## src/rtl/tx_pkg.sv

```systemverilog
// Shared types and sizing for the transmit path (cipher core -> tx_sr -> downstream).
// Latency: n/a (declarations only).
// Backpressure: n/a (declarations only).
package tx_pkg;

   // SEND covers both "block held, first word waiting" and "words streaming out".
   typedef enum logic {
      IDLE = 1'b0,
      SEND = 1'b1
   } tx_state_t;

   // Shared with tx_sr and the cipher/tx top level.
   localparam int TX_NUM_WORDS = 4;
   localparam int TX_WORD_BITS = 32;

endpackage

```

## src/rtl/flex_counter.sv

```systemverilog
// Generic up-counter with synchronous clear and a programmable wrap value.
// Latency: count_out updates one cycle after count_enable/clear; rollover_flag is combinational.
// Backpressure: none; counts only when count_enable is high.
//
// Ports:
//   clk, n_rst     clock, async active-low reset
//   clear          synchronous return to zero (wins over count_enable)
//   count_enable   advance by one this cycle
//   rollover_val   last value before wrapping back to zero
//   count_out      current count
//   rollover_flag  count_out == rollover_val
module flex_counter #(
   parameter int NUM_CNT_BITS = 4
) (
   input  logic                    clk,
   input  logic                    n_rst,
   input  logic                    clear,
   input  logic                    count_enable,
   input  logic [NUM_CNT_BITS-1:0] rollover_val,
   output logic [NUM_CNT_BITS-1:0] count_out,
   output logic                    rollover_flag
);

   logic [NUM_CNT_BITS-1:0] count_q;
   logic [NUM_CNT_BITS-1:0] count_d;

   always_comb begin
      count_d = count_q;
      if (clear) begin
         count_d = '0;
      end else if (count_enable) begin
         // Wrap is an explicit compare, never a natural binary overflow.
         if (count_q == rollover_val) begin
            count_d = '0;
         end else begin
            count_d = count_q + 1'b1;
         end
      end
   end

   always_ff @(posedge clk or negedge n_rst) begin
      if (!n_rst) begin
         count_q <= '0;
      end else begin
         count_q <= count_d;
      end
   end

   assign count_out     = count_q;
   assign rollover_flag = (count_q == rollover_val);

endmodule

```

## src/rtl/tx_ctrl.sv

```systemverilog
// Sequences tx_sr: loads a 128-bit block on block handshake, shifts out one 32-bit word per word handshake.
// Latency: first word valid the cycle after the load; NUM_WORDS cycles per block at full rate, no gap back-to-back.
// Backpressure: word_ready low holds word_valid and the word counter; block_ready is low while a block is in flight.
//
// Ports:
//   clk, n_rst          clock, async active-low reset
//   clear               synchronous flush of the current block (highest priority)
//   block_valid/ready   block handshake with the cipher core
//   load_enable         tx_sr parallel load strobe
//   shift_enable        tx_sr advance-one-word strobe
//   word_valid/ready    word handshake with downstream; word_last marks word NUM_WORDS-1
//   busy                a block is held or being sent
//   block_done          one-cycle pulse the cycle after the last word is accepted
module tx_ctrl
   import tx_pkg::*;
#(
   parameter int NUM_WORDS = TX_NUM_WORDS,
   parameter int CNT_BITS  = 2
) (
   input  logic clk,
   input  logic n_rst,
   input  logic clear,
   input  logic block_valid,
   output logic block_ready,
   output logic load_enable,
   output logic shift_enable,
   output logic word_valid,
   input  logic word_ready,
   output logic word_last,
   output logic busy,
   output logic block_done
);

   tx_state_t           state_q;
   tx_state_t           state_d;
   logic                block_done_q;
   logic                block_done_d;
   logic [CNT_BITS-1:0] word_cnt;
   logic                cnt_at_last;
   logic                cnt_clr;
   logic                send;
   logic                wrd_acc;
   logic                last_acc;
   logic                blk_acc;

   assign send = (state_q == SEND);

   // clear gates every handshake-facing output in the cycle it is asserted.
   assign word_valid = send & ~clear;
   assign word_last  = word_valid & cnt_at_last;
   assign wrd_acc    = word_valid & word_ready;
   assign last_acc   = wrd_acc & word_last;

   // Accepting a new block is allowed while idle, or in the very cycle the
   // last word leaves so consecutive blocks stream without a bubble.
   assign block_ready = ~clear & (~send | last_acc);
   assign blk_acc     = block_valid & block_ready;

   // Load wins: on a back-to-back cycle the new block overwrites tx_sr instead of shifting.
   assign load_enable  = blk_acc;
   assign shift_enable = wrd_acc & ~word_last & ~load_enable;

   assign busy       = send;
   assign block_done = block_done_q;

   // Counter returns to zero at end of block or flush; a load from IDLE
   // always finds it already at zero.
   assign cnt_clr = clear | last_acc;

   flex_counter #(
      .NUM_CNT_BITS (CNT_BITS)
   ) u_word_cnt (
      .clk           (clk),
      .n_rst         (n_rst),
      .clear         (cnt_clr),
      .count_enable  (shift_enable),
      .rollover_val  (CNT_BITS'(NUM_WORDS - 1)),
      .count_out     (word_cnt),
      .rollover_flag (cnt_at_last)
   );

   always_comb begin
      state_d      = state_q;
      block_done_d = last_acc;
      if (clear) begin
         state_d      = IDLE;
         block_done_d = 1'b0;
      end else if (blk_acc) begin
         state_d = SEND;
      end else if (last_acc) begin
         state_d = IDLE;
      end
   end

   always_ff @(posedge clk or negedge n_rst) begin
      if (!n_rst) begin
         state_q      <= IDLE;
         block_done_q <= 1'b0;
      end else begin
         state_q      <= state_d;
         block_done_q <= block_done_d;
      end
   end

endmodule

```

## config.mk

```make
export PLATFORM = sky130hd
export DESIGN_NAME = tx_ctrl
export DESIGN_NICKNAME = d
export VERILOG_FILES = /design/src/rtl/tx_pkg.sv /design/src/rtl/flex_counter.sv /design/src/rtl/tx_ctrl.sv
export SDC_FILE = /design/constraint.sdc
export NUM_CORES = 1
export LEC_CHECK = 0
export ABC_AREA = 1
export BUFFER_PORTS_ARGS = -buffer_cell sky130_fd_sc_hd__clkbuf_2
export CAP_MARGIN = 15
export CELL_PAD_IN_SITES_DETAIL_PLACEMENT = 1
export CELL_PAD_IN_SITES_GLOBAL_PLACEMENT = 2
export CORE_AREA = 2 2 39 41
export CTS_BUF_LIST = sky130_fd_sc_hd__clkbuf_16
export DETAILED_ROUTE_END_ITERATION = 16
export DIE_AREA = 0 0 41 43
export PLACE_DENSITY = 0.66
export SLEW_MARGIN = 20
export SYNTH_ARGS = -nofsm -noshare
export SYNTH_HDL_FRONTEND = slang
export SYNTH_SLANG_ARGS = --single-unit
```

## constraint.sdc

```tcl
create_clock -name clk -period 3.4 [get_ports clk]
set_clock_uncertainty 0.05 [all_clocks]
set_input_delay 0.68 -clock clk [delete_from_list [all_inputs] [get_ports clk]]
set_output_delay 0.68 -clock clk [all_outputs]
set_load 0.03 [all_outputs]
```

==> impl_metrics.csv <==
group,metric,value,unit
run_status,outcome,"finished clean",
floorplan,coreArea,1380,µm²
grt,grt_antenna_before_repair,0,
finish,n_fill_cell,173,
synth,syn_area_per_cell,7.99,µm²
finish,design.final.nets,48,
finish,seqCellArea,100,µm²
clock_tree,cts_hold_buf,0,
placement,routabilityCongestion,0.651,
sta,finalSetupViolCount,0,
synth,netlist_area,208,µm²
synth,yosys-top-cells-area,"dfrtp_1 (48%), nand2_1 (13%), inv_1 (7.2%), ha_1 (6.0%), nor2_2 (6.0%)",
clock_tree,tritoncts,"done",
detailed_routing,drc,0,
sta,tightestPinTransition,0.259,ns
synth,synth_largest_area_cell,"dfrtp_1",
synth,postSynthCellCount,26,
sta,finalSetupTns,0,ns
synth,synth-seq-area-share,48.2,%
synth,synth_nets,32,
sta,hold_ws,0.210,ns
clock_tree,numCtsBuffers,3,
placement,port_buffers,11,
finish,layout-drive-gt1-share,42.5,%
finish,syn2layout_area_growth,72.3,%
critical_path,end_kind,"primary output",
sta,finalCriticalPeriod,2.22,ns
grt,grt_pass1_wl,848,µm
detailed_routing,wl_per_cell,9.54,µm
power,clkPwrFrac,69.8,%
detailed_routing,wl,534,µm
floorplan,io_pins,12,
sta,finalHoldViolations,0,
clock_tree,cts_setup_buffers,0,
hold_path,worstHoldPathType,"in2async",
floorplan,fp.dieW,41,µm
placement,dpl_cell_area,283,µm²
critical_path,r2r_start,"u_word_cnt.count_out[0]$_DFFE_PN0P_",
finish,fin_area,358,µm²
clock_tree,cts_htree_levels,1,
power,comb_power_share,9.2,%
synth,synth.cells.most_frequent,"nand2_1 (7), dfrtp_1 (4), inv_1 (4), a21oi_1 (2), nor2_2 (2)",
detailed_routing,ant_nets,0,
grt,grt_use_total,8.35,%
finish,diodes,0,
detailed_routing,first_pass_iters,2,
critical_path,r2r_slack,2.28,ns
synth,synth.most_common_cell,"nand2_1",
detailed_routing,drt_iter0_markers,2,
floorplan,die_area,1760,µm²
critical_path,cp.arrival,1.49,ns
job,max_cap_violations,0,
floorplan,rows,14,
critical_path,crit_fanout,5,
critical_path,cp-start-kind,"primary input",
sta,fmaxAchievable,0.450,GHz
grt,overflow,0,
critical_path,crit_type,"in2out",
sta,post-route-period-util,65.3,%
power,p_sw,0.0487,mW
critical_path,reg2reg_depth,4,
critical_path,rr_endpoint,"busy$_DFFE_PN0P_",
power,p_int,0.209,mW
synth,async_flop_share,100,%
clock_tree,clkLatencyLatePin,0.22,ns
sta,rsz0062_at_grt,"false",
power,swShare,18.9,%
synth,synth_edf_count,0,
synth,ys_types,12,
clock_tree,clkTransAtPathRegs,0.03,ns
sta,final_max_slew_viol_count,0,
power,p_leak,0.216,nW
clock_tree,cts-root-buf,"clkbuf_16",
grt,grt_pass1_vias,199,
synth,synth_ff_type,"dfrtp_1",
clock_tree,cts_resized,0,
power,finalPower,0.257,mW
power,p_seq_share,21.0,%
floorplan,initial_core_util,15.0,%
synth,synth.top_cell.area_share,48.2,%
detailed_routing,routed_via_density,3.82,
placement,post-dp-hpwl,419,µm
power,p_per_area,719,nW/µm²
grt,grt_max_degree,7,
power,max-vdd-ir-drop,444,µV
floorplan,die_h,43,µm
clock_tree,cts_buffer_depth,2,
clock_tree,cts_sinks,4,
synth,synth_seq_cells,4,
critical_path,crit_required,2.67,ns
synth,synth_warnings,0,
detailed_routing,vias,214,
finish,multi_input_area,88.8,µm²
sta,max_slew_margin,82.8,%
-- registers in the layout (all words and copies together), names as in the netlist --
signal                cells
block_done                1
busy                      1
u_word_cnt.count_out      2
-- through the flow --
| stage | util (%) | instances | setup WS [ns] |
|---|---|---|---|
| after floorplan | - | 26 | 1.28 |
| after detailed placement | 20.4 | 53 | 1.17 |
| after global routing | 25.9 | 56 | 1.07 |
| after global placement | 20.4 | 53 | 1.17 |
| after CTS | 25.9 | 56 | 1.16 |
| final | 25.9 | 56 | 1.18 |
-- worst max-delay path by stage --
| stage | cells after the start | slack [ns] | to | startpoint |
|---|---|---|---|---|
| final | 7 | 1.18 | load_enable | clear |
| after global routing | 7 | 1.07 | load_enable | clear |
| after floorplan | 5 | 1.28 | load_enable | clear |
| after global placement | 7 | 1.17 | load_enable | clear |
| after CTS | 7 | 1.16 | load_enable | clear |
| after detailed placement | 7 | 1.17 | load_enable | clear |
-- final cells by class --
cell class,count,share of cell area (%)
multi-input cells,17,24.8
well taps,16,5.59
repair buffers,11,15.4
clock buffers,3,21.0
flip-flops and latches,4,28.0
inverters,5,5.24
-- kinds of logic (layout without fill, tap and decap cells) --
kind of cell | count (synthesis) | in the layout | share of synthesized area, %
simple gates | 13 | 13 | 29.5
buf+inv | 5 | 19 | 9.03
compound gates | 3 | 3 | 7.23
flops | 4 | 4 | 48.2
fa+ha+maj | 1 | 1 | 6.02
-- power by group through the flow --
stage	Clock (mW)	Combinational, mW	Sequential [mW]
3_5_place_dp	0	0.0241	0.0545
4_1_cts	0.183	0.0242	0.0543
6_report	0.179	0.0237	0.0541
3_3_place_gp	0	0.0236	0.0546
2_1_floorplan	0	0.0136	0.0553
5_1_grt	0.191	0.0262	0.0548
-- layout by cell type (no fill, tap or decap) --
cell type / Yosys / final
clkbuf_2: 0 / 11
nand2_1: 7 / 7
inv_1: 4 / 4
dfrtp_1: 4 / 4
clkbuf_16: 0 / 3
nor2_2: 2 / 2
a21oi_1: 2 / 2
and3_1: 1 / 1
nand4_1: 1 / 1
nor2_1: 1 / 1
inv_2: 1 / 1
or2_1: 1 / 1
o21ai_1: 1 / 1
ha_1: 1 / 1
-- worst max-delay path, cell delays in order --
cell	delay, ns
clkbuf_2	0.13
inv_1	0.10
nand4_1	0.13
nand2_1	0.11
nand2_1	0.06
nor2_1	0.08
clkbuf_2	0.20
-- per-layer routing --
layer | share of wire [%] | GRT usage, % | wire length, µm | vias up
met4 | 0 | 4.00 | 0 | 0
li1 | - | - | - | 111
met2 | 43 | 9.38 | 228 | 11
met3 | 14 | 9.42 | 73 | 0
met1 | 44 | 9.39 | 233 | 92
met5 | 0 | 0 | 0 | -
Power figures use the tool's default switching activity.
